`src/rtl/mole_game_pkg.sv`:
```
// Shared definitions for the whack-a-mole game controller.
//   state_e       : controller state enumeration (3-bit encoding)
//   LVL_W/HITS_W/LIVES_W : widths of level, round-hit and lives counters
//   sat_inc_hits  : saturating increment for the round-hit counter
package mole_game_pkg;

  localparam int unsigned LVL_W   = 3;
  localparam int unsigned HITS_W  = 3;
  localparam int unsigned LIVES_W = 3;

  typedef enum logic [2:0] {
    S_IDLE    = 3'd0,
    S_CONFIG  = 3'd1,
    S_LAUNCH  = 3'd2,
    S_RUNNING = 3'd3,
    S_PAUSED  = 3'd4,
    S_EVAL    = 3'd5,
    S_WIN     = 3'd6,
    S_LOSE    = 3'd7
  } state_e;

  function automatic logic [HITS_W-1:0] sat_inc_hits(input logic [HITS_W-1:0] v);
    return (v == '1) ? v : v + HITS_W'(1);
  endfunction

endpackage

```
`src/rtl/mole_level_cfg.sv`:
```
// Combinational level-to-round-configuration mapping.
//   level    : 0-based game level
//   interval : max(BASE_INTERVAL - level*STEP_INTERVAL, MIN_INTERVAL)
//   duration : max(BASE_DURATION - level*STEP_DURATION, MIN_DURATION)
//   molenum  : min(BASE_MOLES + level*STEP_MOLES, 2^MOLE_W-1)
// The subtraction is done one bit wider than TIMER_W; any underflow
// clamps to the floor value.
module mole_level_cfg #(
  parameter int unsigned TIMER_W       = 27,
  parameter int unsigned MOLE_W        = 3,
  parameter int unsigned BASE_INTERVAL = 125000000,
  parameter int unsigned STEP_INTERVAL = 25000000,
  parameter int unsigned MIN_INTERVAL  = 25000000,
  parameter int unsigned BASE_DURATION = 100000000,
  parameter int unsigned STEP_DURATION = 25000000,
  parameter int unsigned MIN_DURATION  = 12500000,
  parameter int unsigned BASE_MOLES    = 4,
  parameter int unsigned STEP_MOLES    = 1
) (
  input  logic [2:0]         level,
  output logic [TIMER_W-1:0] interval,
  output logic [TIMER_W-1:0] duration,
  output logic [MOLE_W-1:0]  molenum
);

  // Product width: level is 3 bits, so level*step needs 3 extra bits.
  localparam int unsigned PW = TIMER_W + 4;

  localparam logic [TIMER_W:0]   BASE_IV  = (TIMER_W+1)'(BASE_INTERVAL);
  localparam logic [PW-1:0]      STEP_IV  = PW'(STEP_INTERVAL);
  localparam logic [TIMER_W-1:0] FLOOR_IV = TIMER_W'(MIN_INTERVAL);
  localparam logic [TIMER_W:0]   BASE_DU  = (TIMER_W+1)'(BASE_DURATION);
  localparam logic [PW-1:0]      STEP_DU  = PW'(STEP_DURATION);
  localparam logic [TIMER_W-1:0] FLOOR_DU = TIMER_W'(MIN_DURATION);
  localparam int unsigned        MOLE_MAX = (1 << MOLE_W) - 1;

  function automatic logic [TIMER_W-1:0] clamp_step(
    input logic [2:0]         lvl,
    input logic [TIMER_W:0]   base,
    input logic [PW-1:0]      step,
    input logic [TIMER_W-1:0] floor_v
  );
    logic [PW-1:0]    prod;
    logic [TIMER_W:0] diff;
    prod = PW'(lvl) * step;
    diff = base - prod[TIMER_W:0];
    // prod > base catches underflow even when the product exceeds TIMER_W+1 bits
    if ((prod > PW'(base)) || (diff < {1'b0, floor_v})) begin
      return floor_v;
    end
    return diff[TIMER_W-1:0];
  endfunction

  logic [31:0] mole_sum;

  always_comb begin
    interval = clamp_step(level, BASE_IV, STEP_IV, FLOOR_IV);
    duration = clamp_step(level, BASE_DU, STEP_DU, FLOOR_DU);
    mole_sum = BASE_MOLES + 32'(level) * STEP_MOLES;
    molenum  = (mole_sum > MOLE_MAX) ? MOLE_W'(MOLE_MAX) : mole_sum[MOLE_W-1:0];
  end

endmodule

```
`src/rtl/mole_game_ctrl.sv`:
```
// Whack-a-mole game sequencer: runs NUM_ROUNDS levels through the round
// engine via a round_start/round_done handshake, with lives/retry, pause,
// saturating score and win/lose terminal states.
// Ports:
//   clk, rst (async active-low)
//   game_start, pause        : level-sensitive requests
//   hit_success, round_done  : pulses from the round engine
//   round_start              : one-cycle launch pulse
//   interval/duration/molenum: registered per-round configuration
//   round_hold               : high while paused
//   round_level/round_hits/total_score/lives : game counters
//   game_win/game_over       : terminal status
//   high_score               : best score (only with HIGH_SCORE_EN)
// Build option: define HIGH_SCORE_EN to enable the high_score register;
// otherwise high_score is tied to zero.
module mole_game_ctrl
  import mole_game_pkg::*;
#(
  parameter int unsigned NUM_ROUNDS    = 3,
  parameter int unsigned PASS_HITS     = 3,
  parameter int unsigned MAX_LIVES     = 2,
  parameter int unsigned TIMER_W       = 27,
  parameter int unsigned MOLE_W        = 3,
  parameter int unsigned SCORE_W       = 8,
  parameter int unsigned BASE_INTERVAL = 125000000,
  parameter int unsigned STEP_INTERVAL = 25000000,
  parameter int unsigned MIN_INTERVAL  = 25000000,
  parameter int unsigned BASE_DURATION = 100000000,
  parameter int unsigned STEP_DURATION = 25000000,
  parameter int unsigned MIN_DURATION  = 12500000,
  parameter int unsigned BASE_MOLES    = 4,
  parameter int unsigned STEP_MOLES    = 1
) (
  input  logic               clk,
  input  logic               rst,
  input  logic               game_start,
  input  logic               pause,
  input  logic               hit_success,
  input  logic               round_done,
  output logic               round_start,
  output logic [TIMER_W-1:0] interval,
  output logic [TIMER_W-1:0] duration,
  output logic [MOLE_W-1:0]  molenum,
  output logic               round_hold,
  output logic [2:0]         round_level,
  output logic [2:0]         round_hits,
  output logic [SCORE_W-1:0] total_score,
  output logic [2:0]         lives,
  output logic               game_win,
  output logic               game_over,
  output logic [SCORE_W-1:0] high_score
);

  localparam logic [LVL_W-1:0]   LAST_LVL   = LVL_W'(NUM_ROUNDS - 1);
  localparam logic [HITS_W-1:0]  PASS_C     = HITS_W'(PASS_HITS);
  localparam logic [LIVES_W-1:0] LIVES_INIT = LIVES_W'(MAX_LIVES);

  state_e               state_q, state_d;
  logic [TIMER_W-1:0]   interval_q, interval_d;
  logic [TIMER_W-1:0]   duration_q, duration_d;
  logic [MOLE_W-1:0]    molenum_q, molenum_d;
  logic [LVL_W-1:0]     round_level_q, round_level_d;
  logic [HITS_W-1:0]    round_hits_q, round_hits_d;
  logic [SCORE_W-1:0]   total_score_q, total_score_d;
  logic [LIVES_W-1:0]   lives_q, lives_d;
  logic                 round_start_q, round_start_d;
  logic                 round_hold_q, round_hold_d;
  logic                 game_win_q, game_win_d;
  logic                 game_over_q, game_over_d;
  logic                 done_lat_q, done_lat_d;

  logic [TIMER_W-1:0]   cfg_interval, cfg_duration;
  logic [MOLE_W-1:0]    cfg_molenum;

  mole_level_cfg #(
    .TIMER_W       (TIMER_W),
    .MOLE_W        (MOLE_W),
    .BASE_INTERVAL (BASE_INTERVAL),
    .STEP_INTERVAL (STEP_INTERVAL),
    .MIN_INTERVAL  (MIN_INTERVAL),
    .BASE_DURATION (BASE_DURATION),
    .STEP_DURATION (STEP_DURATION),
    .MIN_DURATION  (MIN_DURATION),
    .BASE_MOLES    (BASE_MOLES),
    .STEP_MOLES    (STEP_MOLES)
  ) u_level_cfg (
    .level    (round_level_q),
    .interval (cfg_interval),
    .duration (cfg_duration),
    .molenum  (cfg_molenum)
  );

  always_comb begin
    state_d       = state_q;
    interval_d    = interval_q;
    duration_d    = duration_q;
    molenum_d     = molenum_q;
    round_level_d = round_level_q;
    round_hits_d  = round_hits_q;
    total_score_d = total_score_q;
    lives_d       = lives_q;
    done_lat_d    = 1'b0;

    unique case (state_q)
      S_IDLE, S_WIN, S_LOSE: begin
        if (game_start) begin
          state_d       = S_CONFIG;
          round_level_d = '0;
          round_hits_d  = '0;
          total_score_d = '0;
          lives_d       = LIVES_INIT;
        end
      end
      S_CONFIG: begin
        interval_d   = cfg_interval;
        duration_d   = cfg_duration;
        molenum_d    = cfg_molenum;
        round_hits_d = '0;
        state_d      = S_LAUNCH;
      end
      S_LAUNCH: begin
        state_d = S_RUNNING;
      end
      S_RUNNING: begin
        if (hit_success) begin
          round_hits_d  = sat_inc_hits(round_hits_q);
          total_score_d = (total_score_q == '1) ? total_score_q
                                                : total_score_q + SCORE_W'(1);
        end
        if (round_done) begin
          state_d = S_EVAL;
        end else if (pause) begin
          state_d = S_PAUSED;
        end
      end
      S_PAUSED: begin
        // A round_done seen while paused is remembered until resume.
        if (!pause) begin
          state_d = (done_lat_q || round_done) ? S_EVAL : S_RUNNING;
        end else begin
          done_lat_d = done_lat_q || round_done;
        end
      end
      S_EVAL: begin
        if (round_hits_q >= PASS_C) begin
          if (round_level_q == LAST_LVL) begin
            state_d = S_WIN;
          end else begin
            round_level_d = round_level_q + LVL_W'(1);
            state_d       = S_CONFIG;
          end
        end else begin
          lives_d = lives_q - LIVES_W'(1);
          state_d = (lives_q == LIVES_W'(1)) ? S_LOSE : S_CONFIG;
        end
      end
      default: state_d = S_IDLE;
    endcase

    // round_start trails LAUNCH by one cycle so the config words settle a
    // full cycle before the engine is launched.
    round_start_d = (state_q == S_LAUNCH);
    round_hold_d  = (state_d == S_PAUSED);
    game_win_d    = (state_d == S_WIN);
    game_over_d   = (state_d == S_WIN) || (state_d == S_LOSE);
  end

  always_ff @(posedge clk or negedge rst) begin
    if (!rst) begin
      state_q       <= S_IDLE;
      interval_q    <= '0;
      duration_q    <= '0;
      molenum_q     <= '0;
      round_level_q <= '0;
      round_hits_q  <= '0;
      total_score_q <= '0;
      lives_q       <= LIVES_INIT;
      round_start_q <= 1'b0;
      round_hold_q  <= 1'b0;
      game_win_q    <= 1'b0;
      game_over_q   <= 1'b0;
      done_lat_q    <= 1'b0;
    end else begin
      state_q       <= state_d;
      interval_q    <= interval_d;
      duration_q    <= duration_d;
      molenum_q     <= molenum_d;
      round_level_q <= round_level_d;
      round_hits_q  <= round_hits_d;
      total_score_q <= total_score_d;
      lives_q       <= lives_d;
      round_start_q <= round_start_d;
      round_hold_q  <= round_hold_d;
      game_win_q    <= game_win_d;
      game_over_q   <= game_over_d;
      done_lat_q    <= done_lat_d;
    end
  end

`ifdef HIGH_SCORE_EN
  logic [SCORE_W-1:0] high_score_q, high_score_d;

  // Score is frozen through EVAL, so total_score_q is final on terminal entry.
  always_comb begin
    high_score_d = high_score_q;
    if (game_over_d && !game_over_q && (total_score_q > high_score_q)) begin
      high_score_d = total_score_q;
    end
  end

  always_ff @(posedge clk or negedge rst) begin
    if (!rst) begin
      high_score_q <= '0;
    end else begin
      high_score_q <= high_score_d;
    end
  end

  assign high_score = high_score_q;
`else
  assign high_score = '0;
`endif

  assign round_start = round_start_q;
  assign interval    = interval_q;
  assign duration    = duration_q;
  assign molenum     = molenum_q;
  assign round_hold  = round_hold_q;
  assign round_level = round_level_q;
  assign round_hits  = round_hits_q;
  assign total_score = total_score_q;
  assign lives       = lives_q;
  assign game_win    = game_win_q;
  assign game_over   = game_over_q;

endmodule

```
`config.mk`:
```
export PLATFORM = sky130hd
export DESIGN_NAME = mole_game_ctrl
export DESIGN_NICKNAME = d
export VERILOG_FILES = /design/src/rtl/mole_game_pkg.sv /design/src/rtl/mole_level_cfg.sv /design/src/rtl/mole_game_ctrl.sv
export SDC_FILE = /design/constraint.sdc
export NUM_CORES = 1
export LEC_CHECK = 0
export ABC_AREA = 1
export BUFFER_PORTS_ARGS = -buffer_cell sky130_fd_sc_hd__buf_2
export CAP_MARGIN = 25
export CORE_ASPECT_RATIO = 1.2
export CORE_MARGIN = 4
export CORE_UTILIZATION = 59
export DETAILED_ROUTE_END_ITERATION = 8
export PLACE_DENSITY = 0.91
export SYNTH_ARGS = -nofsm -noshare
export SYNTH_HDL_FRONTEND = slang
export SYNTH_SLANG_ARGS = --single-unit
```
`constraint.sdc`:
```
create_clock -name clk -period 5.2 [get_ports clk]
set_input_delay 1.04 -clock clk [delete_from_list [all_inputs] [get_ports clk]]
set_output_delay 1.04 -clock clk [all_outputs]
set_load 0.005 [all_outputs]
```
==> results of run 1 <==
-- per-stage QoR --
stage,hold WS (ps),std cells,area (um^2),util
2_1_floorplan,444,790,5390,-
4_1_cts,481,958,5820,0.669
3_3_place_gp,458,942,5640,0.648
6_report,479,958,5820,0.669
3_5_place_dp,462,942,5640,0.648
5_1_grt,495,958,5820,0.669
-- worst max-delay path by stage --
stage / cells past startpoint / end
after detailed placement: 15 / interval[13]
after global routing: 15 / interval[18]
after CTS: 22 / duration[10]
final: 21 / duration[10]
after global placement: 15 / interval[24]
after floorplan: 22 / interval[19]
-- critical path, cell delays in order, from the launching register on --
cell	delay, ps
dfrtp_1	670
fa_1	550
ha_1	310
fa_1	540
inv_1	170
nand2_1	70
nand2_1	210
nand3_1	110
nor2_1	160
nand2_1	70
nand2_1	110
nand2_1	70
nand2_2	130
nand2_1	130
nor2_1	170
nand3_1	130
nand2_1	80
nor2_1	50
nand2_2	250
nand2_1	90
nand2_1	100
nand2_1	80
-- synth_stat cells, drive strengths merged --
master | count | area, um^2
nand3b | 6 | 45.0
o21ai | 24 | 124
a22o | 2 | 17.5
nor2 | 66 | 299
o21a | 2 | 15.0
nand4 | 10 | 62.6
o31ai | 1 | 7.51
nand2 | 262 | 1050
inv | 96 | 360
and3 | 1 | 6.26
fa | 3 | 60.1
nor3 | 9 | 50.1
or2 | 17 | 106
a41oi | 1 | 8.76
a21oi | 26 | 153
nand3 | 91 | 520
clkbuf | 7 | 26.3
dfstp | 1 | 26.3
ha | 32 | 400
buf | 32 | 249
dfrtp | 63 | 1580
a21boi | 1 | 7.51
xnor2 | 2 | 17.5
o22ai | 4 | 25.0
conb | 1 | 3.75
o21bai | 1 | 7.51
a31oi | 1 | 12.5
o211ai | 1 | 7.51
xor2 | 7 | 61.3
a211o | 1 | 8.76
clkinv | 1 | 3.75
-- per-layer routing --
metal	vias to the layer above	GRT usage	routed length [um]
met2	224	0.479	7220
met3	48	0.0503	887
li1	2529	-	-
met5	-	0	0
met4	0	0.118	562
met1	2387	0.329	5510
-- power breakdown --
group / switching, mW / total [mW] / internal (mW)
Combinational: 1.07 / 1.62 / 0.543
Clock: 0.199 / 0.397 / 0.197
Sequential: 0.111 / 0.769 / 0.658
-- flip-flops by register name (all words and copies together) (netlist names) --
signal and flops:
done_lat_q 1, state_q 3, duration 19, lives 3
molenum 2, interval 18, game_over 1, round_level 3
total_score 8, game_win 1, round_start 1, round_hold 1
round_hits 3
-- cells by family after synthesis --
logic type | after synthesis
xor gates and xnor gates | 9
other | 1
and+or+nand+nor | 462
adders and majority gates | 35
buffers and inverters | 136
AOI/OAI and AO/OA | 65
DFF | 64
-- layout by cell type (no fill, tap or decap), types with 3 or more instances in the layout --
cell type / n
fa_1: 3
nand3_1: 78
o22ai_1: 4
a21oi_1: 22
or2_2: 17
nand2_2: 19
nor2_2: 5
nand3_2: 13
a21oi_2: 3
conb_1: 19
nor2_4: 3
nand2_4: 3
ha_1: 32
nor2_1: 57
clkbuf_8: 11
nand4_1: 10
dfrtp_1: 63
xor2_1: 7
o21ai_0: 23
nand3b_1: 6
clkinv_2: 3
inv_1: 91
nor3_1: 8
inv_2: 5
nand2_1: 240
buf_2: 72
-- layout make-up --
type / count / share of cell area
Inverter: 97 / 0.0626
Multi-Input combinational cell: 590 / 0.541
Tap cell: 117 / 0.0252
Clock buffer: 11 / 0.0260
Timing Repair Buffer: 74 / 0.0645
Sequential cell: 64 / 0.275
Clock inverter: 5 / 0.00538
==> results_dict.tcl, run 1 <==
set metrics [dict create \
    outcome "complete, no violations" \
    tightest_slew_ps 879 \
    dieArea_mm2 0.0106 \
    post_cts_buffers 0 \
    drive_gt1_frac 0.195 \
    grt_usage 0.276 \
    start_util 0.612 \
    cts_resized 0 \
    synthXorXnorAreaFrac 0.0148 \
    fillers 758 \
    die_x_um 94.7 \
    clock-sinks 64 \
    seq_area_mm2 0.00160 \
    finalSetupTns_ps 0 \
    hold_path_startpoint "duration[22]" \
    place_congestion 1.04 \
    postRouteAntennaNets 0 \
    yosys.area_share.simple 0.403 \
    cts_tree "yes" \
    crit_start "round_level[0]" \
    hpwlAfterDp_um 10800 \
    synth_fa_ha_area_frac 0.0865 \
    muxShareOfSynthArea 0 \
    yosysSeqAreaShare 0.301 \
    synth_seq_cells 64 \
    r2r_slack_ps 850 \
    rr_worst_depth 21 \
    rsz0062_at_grt "false" \
    critPathMaxFanout 16 \
    vdd_drop_max_v 0.000344 \
    area_growth_pct 9.33 \
    grt_max_degree 65 \
    powerDensity_mw_per_mm2 478 \
    num_antenna_cells 0 \
    syn_area_mm2 0.00532 \
    min_period_over_period 0.837 \
    path_clk_slew_ps 70 \
    drt_wl_total_um 14200 \
    p_total_mw 2.78 \
    grt_overflow 0 \
    hp-class "reg2reg" \
    leakage_nw 3.23 \
    portBuffers 72 \
    required_ps 5430 \
    finalHoldViolations 0 \
    yosys_warnings 0 \
    worstHoldEndpoint "duration[22]" \
    synth_top_family_by_area "simple AND/OR/NAND/NOR gates" \
    ios 92 \
    antenna_found_initial 0 \
    wl_per_cell_um 14.8 \
    dr.first_iter.drc_count 355 \
    die_h_um 112 \
    slew_viol_final 0 \
    dp_slack_ps 868 \
    crit_arrival_ps 4580 \
    layout.nets 877 \
    floorplan.rows 37 \
    finalClockSkew_ps 11.1 \
    ys_types 45 \
    period_minus_slack_ps 4350 \
    grt_pass1_wl_um 23300 \
    cp-start-kind "flop" \
    clk_latency_ps 350 \
    max_freq_mhz 230 \
    h-tree-depth 3 \
    synth-compound-area-share 0.0740 \
    vias 5188 \
    clock_path_buffers 2 \
    end_kind "flop" \
    syn_avg_cell_area_um2 6.89 \
    cts_root_buf "clkbuf_8" \
    vias_per_cell 5.42 \
    postSynthCellCount 772 \
    timing.rr.start "round_level[0]" \
    first_global_vias 4892 \
    drc 0 \
    crit_type "reg2reg" \
    hold_buffers 0 \
    r2r_end "duration[10]" \
    setup_slack_ps 847 \
    numCtsBuffers 9 \
    maxCapViolCount 0 \
    setup_violations 0 \
    slew_headroom 0.412 \
    hold_depth 2 \
    fp.coreArea_mm2 0.00870 \
    multi_input_area_mm2 0.00315 \
    firstDrtPassIters 7 \
]
Note: power is estimated with default switching activity, not from simulation.
==> inputs of run 2 (changes only) <==
- CORE_UTILIZATION: 59 -> 52
- PLACE_DENSITY: 0.91 -> 0.86
- clock period: 5.2 -> 3.7 ns (I/O delays scaled with it)
==> run 2 against run 1 <==
The flow now finishes with violations (design-rule violations). Global-route usage is 4.2 points lower. Non-clock buffer count is 32 higher. Power is 61% higher. Worst setup slack worse by 720 ps. Via count is 4.0% higher. Critical path depth is 6 lower. Maximum frequency is 22% higher. Design area is 10% higher. Sequential cell count stayed put. Highest routed layer unchanged.
==> results_dict.tcl, run 2 (same netlist as run 1, synthesis figures left out) <==
set metrics [dict create \
    violations "design-rule violations" \
    setup_slack_ps 130 \
    largest_reg_flops 19 \
    slew_headroom 0.463 \
    dr.first_iter.drc_count 578 \
    grt_pass1_wl_um 22800 \
    antenna_found_initial 0 \
    cts_root_buf "clkbuf_16" \
    hold_buffers 0 \
    portBuffers 72 \
    h-tree-depth 3 \
    finalClockSkew_ps 4.84 \
    layout.nets 911 \
    die_h_um 119 \
    final_area_mm2 0.00641 \
    clock-sinks 64 \
    setup_violations 0 \
    period_minus_slack_ps 3570 \
    post_dp_cell_area_mm2 0.00579 \
    finalSetupTns_ps 0 \
    fp.coreArea_mm2 0.0100 \
    vias_per_cell 5.40 \
    leakage_nw 3.47 \
    grt_usage 0.234 \
    outcome "finished, violations left" \
    whs_ps 473 \
    die_x_um 100 \
    wl_per_cell_um 14.6 \
    drive_gt1_frac 0.245 \
    floorplan.rows 40 \
    first_global_vias 4836 \
    slew_viol_final 0 \
    postRouteAntennaNets 0 \
    firstDrtPassIters 9 \
    drt_wl_total_um 14600 \
    required_ps 3920 \
    max_freq_mhz 280 \
    final_cell_mix "nand2_1, inv_1, nand3_1" \
    end_kind "flop" \
    crit_type "reg2reg" \
    crit_arrival_ps 3790 \
    grt_max_degree 65 \
    hpwlAfterDp_um 10200 \
    drc 20 \
    path_clk_slew_ps 50 \
    critPathMaxFanout 11 \
    maxCapViolCount 0 \
    dp_slack_ps 12.2 \
    layout_commonest_cell "nand2_1" \
    numCtsBuffers 9 \
    area_growth_pct 20.5 \
    hp-class "reg2reg" \
    grt_overflow 0 \
    vdd_drop_max_v 0.000471 \
    num_antenna_cells 0 \
    clk_latency_ps 330 \
    min_period_over_period 0.965 \
    finalHoldViolations 0 \
    powerDensity_mw_per_mm2 699 \
    vias 5398 \
    start_util 0.532 \
    ios 92 \
    cts_tree "yes" \
    dieArea_mm2 0.0119 \
    tightest_slew_ps 806 \
    clock_path_buffers 2 \
    place_congestion 1.03 \
    cp-start-kind "flop" \
]
-- run 2: stage by stage --
step                      cells   util  total power, mW
after detailed placement    967  0.579             3.37
after CTS                   982  0.612             4.31
after global placement      967  0.579             3.32
after floorplan             790      -             2.68
final                      1000  0.641             4.48
after global routing       1000  0.641             4.81
-- run 2: routing by layer --
metal / global-route usage / vias to the layer above / wire, um
met5: 0 / - / 0
met1: 0.287 / 2483 / 5730
li1: - / 2608 / -
met2: 0.414 / 252 / 7380
met3: 0.0351 / 55 / 1040
met4: 0.0767 / 0 / 452
-- run 2: worst paths after layout --
check | startpoint | to | slack [ps] | cells past startpoint
hold reg to reg | interval[26] | interval[26] | 470 | 2
setup reg to reg | round_level[2] | duration[24] | 130 | 15
min in group asynchronous | rst | interval[20] | 560 | 2
max in group asynchronous | rst | round_hold | 2580 | 2
hold / removal | interval[26] | interval[26] | 470 | 2
setup / recovery | round_level[2] | duration[24] | 130 | 15
-- run 2: final cells by class --
cell class / instances / area (um^2)
multi-input cells: 592 / 3310
repair buffers: 106 / 652
clock buffers: 12 / 256
fillers: 824 / 3600
inverters: 97 / 372
clock inverters: 3 / 65.1
well taps: 126 / 158
flip-flops and latches: 64 / 1600
-- run 2: critical path: stages, from the launching register on --
cell and delay, ps:
dfrtp_1 420, fa_2 650, ha_2 310, buf_4 190, nand2_1 70, nand2_1 80, o21ai_0 280, nand4_1 130
nand2_1 240, inv_1 190, nand4_1 140, nand2_1 120, nor3_4 280, nand2_2 190, nand3_1 120, nand2_1 60
-- run 2: repair_timing --
item,4_1_cts,5_1_grt
gates cloned,0,2
endpoints found under the hold margin,0,0
pin swaps,0,6
gates resized for setup,2,30
setup endpoints to repair,7,34
buffers inserted,0,16
-- run 2: power by group --
| part | total [mW] | switching [mW] | internal [mW] |
|---|---|---|---|
| registers | 1.05 | 0.128 | 0.927 |
| logic | 2.50 | 1.58 | 0.925 |
| clock network | 0.923 | 0.302 | 0.622 |
==> inputs of run 3 (changes only) <==
- PLACE_DENSITY: 0.86 -> 0.84
==> run 3 against run 2 <==
The run now ends clean. Sequential power is essentially flat. Core utilization shrank 0.65 points. Clock skew grew 1.5 ps. Final cell count grew 0.30%. Via count shrank 0.76%. Clock-buffer cell count shrank 3. Die area is the same. Power grew 1.1%. Register-to-register slack gained 40 ps. First-iteration DRC count shrank 39%. Combinational power is essentially flat. Design area shrank 1.0%. Critical endpoint is now duration[10].
==> results_dict.tcl, run 3 (same netlist as run 1, synthesis figures left out) <==
set metrics [dict create \
    drive_gt1_frac 0.242 \
    clock-sinks 64 \
    floorplan.rows 40 \
    start_util 0.532 \
    hp-class "in2async" \
    p_comb_frac 0.548 \
    power_frac_seq 0.235 \
    first_global_vias 5250 \
    die_h_um 119 \
    setup_violations 0 \
    grt_overflow 0 \
    post_dp_cell_area_mm2 0.00584 \
    p_clk_frac 0.217 \
    slew_headroom 0.516 \
    finalHoldViolations 0 \
    crit_family "simple AND/OR/NAND/NOR gates" \
    die_x_um 100 \
    dp_cells 975 \
    vdd_drop_max_v 0.000491 \
    final_cell_mix "nand2_1, inv_1, nand3_1" \
    instances_no_fill 1003 \
    leakage_nw 3.49 \
    area_growth_pct 19.3 \
    postRouteAntennaNets 0 \
    drc 0 \
    num_antenna_cells 0 \
    clk_latency_ps 340 \
    hpwlAfterDp_um 10700 \
    finalClockSkew_ps 6.31 \
    cp-start-kind "flop" \
    crit_type "reg2reg" \
    outcome "complete, no violations" \
    dr.first_iter.drc_count 350 \
    vias 5357 \
    numCtsBuffers 9 \
    slew_viol_final 0 \
    wl_per_cell_um 14.4 \
    r2r_slack_ps 170 \
    dieArea_mm2 0.0119 \
    power.switching_mw 2.03 \
    portBuffers 72 \
    cts_root_buf "clkbuf_16" \
    path_cells "buf_4 > inv_1 > buf_4 > fa_1 > inv_4 > nand3_1 > nand2_1 > nand2_1 > nand2_1 > nand2_1 > nand2_1 > nand2_4 > nor2_8 > nand3_2 > nand2_1 > nand2_1 > nor3_4 > nand2_4 > nand2_1 > nand2_1 > nand2_1" \
    antenna_found_initial 0 \
    firstDrtPassIters 6 \
    crit_buf_inv 4 \
    clock_path_buffers 2 \
    period_minus_slack_ps 3530 \
    fp.coreArea_mm2 0.0100 \
    max_freq_mhz 283 \
    vias_per_cell 5.34 \
    grt_usage 0.242 \
    path_clk_slew_ps 60 \
    netSwitchingFraction 0.449 \
    slowest_delay_ps 530 \
    hold_buffers 0 \
    largest_reg_flops 19 \
    cp_common_cell "nand2_1" \
    maxCapViolCount 0 \
    final_area_mm2 0.00635 \
    place_congestion 0.967 \
    ios 92 \
    powerDensity_mw_per_mm2 713 \
    min_period_over_period 0.955 \
    grt_max_degree 44 \
    h-tree-depth 3 \
    p_total_mw 4.53 \
    grt_pass1_wl_um 23800 \
    drt_wl_total_um 14500 \
    tightest_slew_ps 727 \
    end_kind "flop" \
    cts_tree "yes" \
    worst_path_max_delay_cell "fa_1" \
    layout.nets 913 \
    crit_arrival_ps 3810 \
    power.internal_mw 2.49 \
    critPathMaxFanout 12 \
    required_ps 3970 \
    layout_commonest_cell "nand2_1" \
]
-- run 3: cell count changes in the layout (fill, tap and decap cells not counted), sizes merged --
cell      delta
bufinv       +1
buf          +2
clkinv       +2
clkbuf       -3
clkinvlp     +1
-- run 3: timing repair --
item                       4_1_cts  5_1_grt
hold endpoints to repair         0        0
pin swaps                        0        3
setup endpoints to repair        5       34
buffers inserted                 0       10
gates cloned                     0        2
resized for setup                1       19
-- run 3: path summary, 6_finish.rpt --
kind / from / end / cells after the start
min in group clk: interval[26] / interval[26] / 2
setup reg to reg: round_level[2] / duration[10] / 21
setup / recovery: round_level[2] / duration[10] / 21
max in group asynchronous: rst / lives[1] / 2
hold / removal: rst / interval[21] / 1
hold reg to reg: interval[26] / interval[26] / 2
-- run 3: through the flow --
| stage | setup slack [ps] | TNS, ps | hold slack (ps) | utilization |
|---|---|---|---|---|
| floorplan | 194 | 0 | 444 | - |
| global placement | 110 | 0 | 458 | 0.584 |
| detailed placement | 13.2 | 0 | 462 | 0.584 |
| CTS | 29.9 | 0 | 475 | 0.619 |
| global route | -49.3 | -90.3 | 496 | 0.634 |
| finish | 167 | 0 | 459 | 0.634 |
-- run 3: power by group through the flow --
stage	combinational [mW]	clock [mW]	sequential, mW
2_1_floorplan	1.59	0	1.09
3_3_place_gp	2.30	0	1.07
3_5_place_dp	2.34	0	1.07
4_1_cts	2.37	0.991	1.07
5_1_grt	2.78	1.02	1.09
6_report	2.48	0.984	1.06
-- run 3: cell type report --
class,count,area (um^2)
multi-input cells,592,3220
repair buffers,108,647
flip-flops and latches,64,1600
clock inverters,7,120
inverters,97,374
fillers,896,3660
well taps,126,158
clock buffers,9,225
-- run 3: routing by layer --
layer / global-route usage / share of wire / vias up
li1: - / - / 2603
met1: 0.280 / 0.39 / 2490
met2: 0.426 / 0.51 / 205
met3: 0.0463 / 0.063 / 59
met4: 0.110 / 0.040 / 0
met5: 0 / 0 / -
-- run 3: worst register-to-register path, delay by kind of cell (launching register included) --
kind / cells / cell delay [ps]
fa+ha+maj: 1 / 530
buf+inv: 4 / 670
flops: 1 / 360
simple gates: 16 / 1910
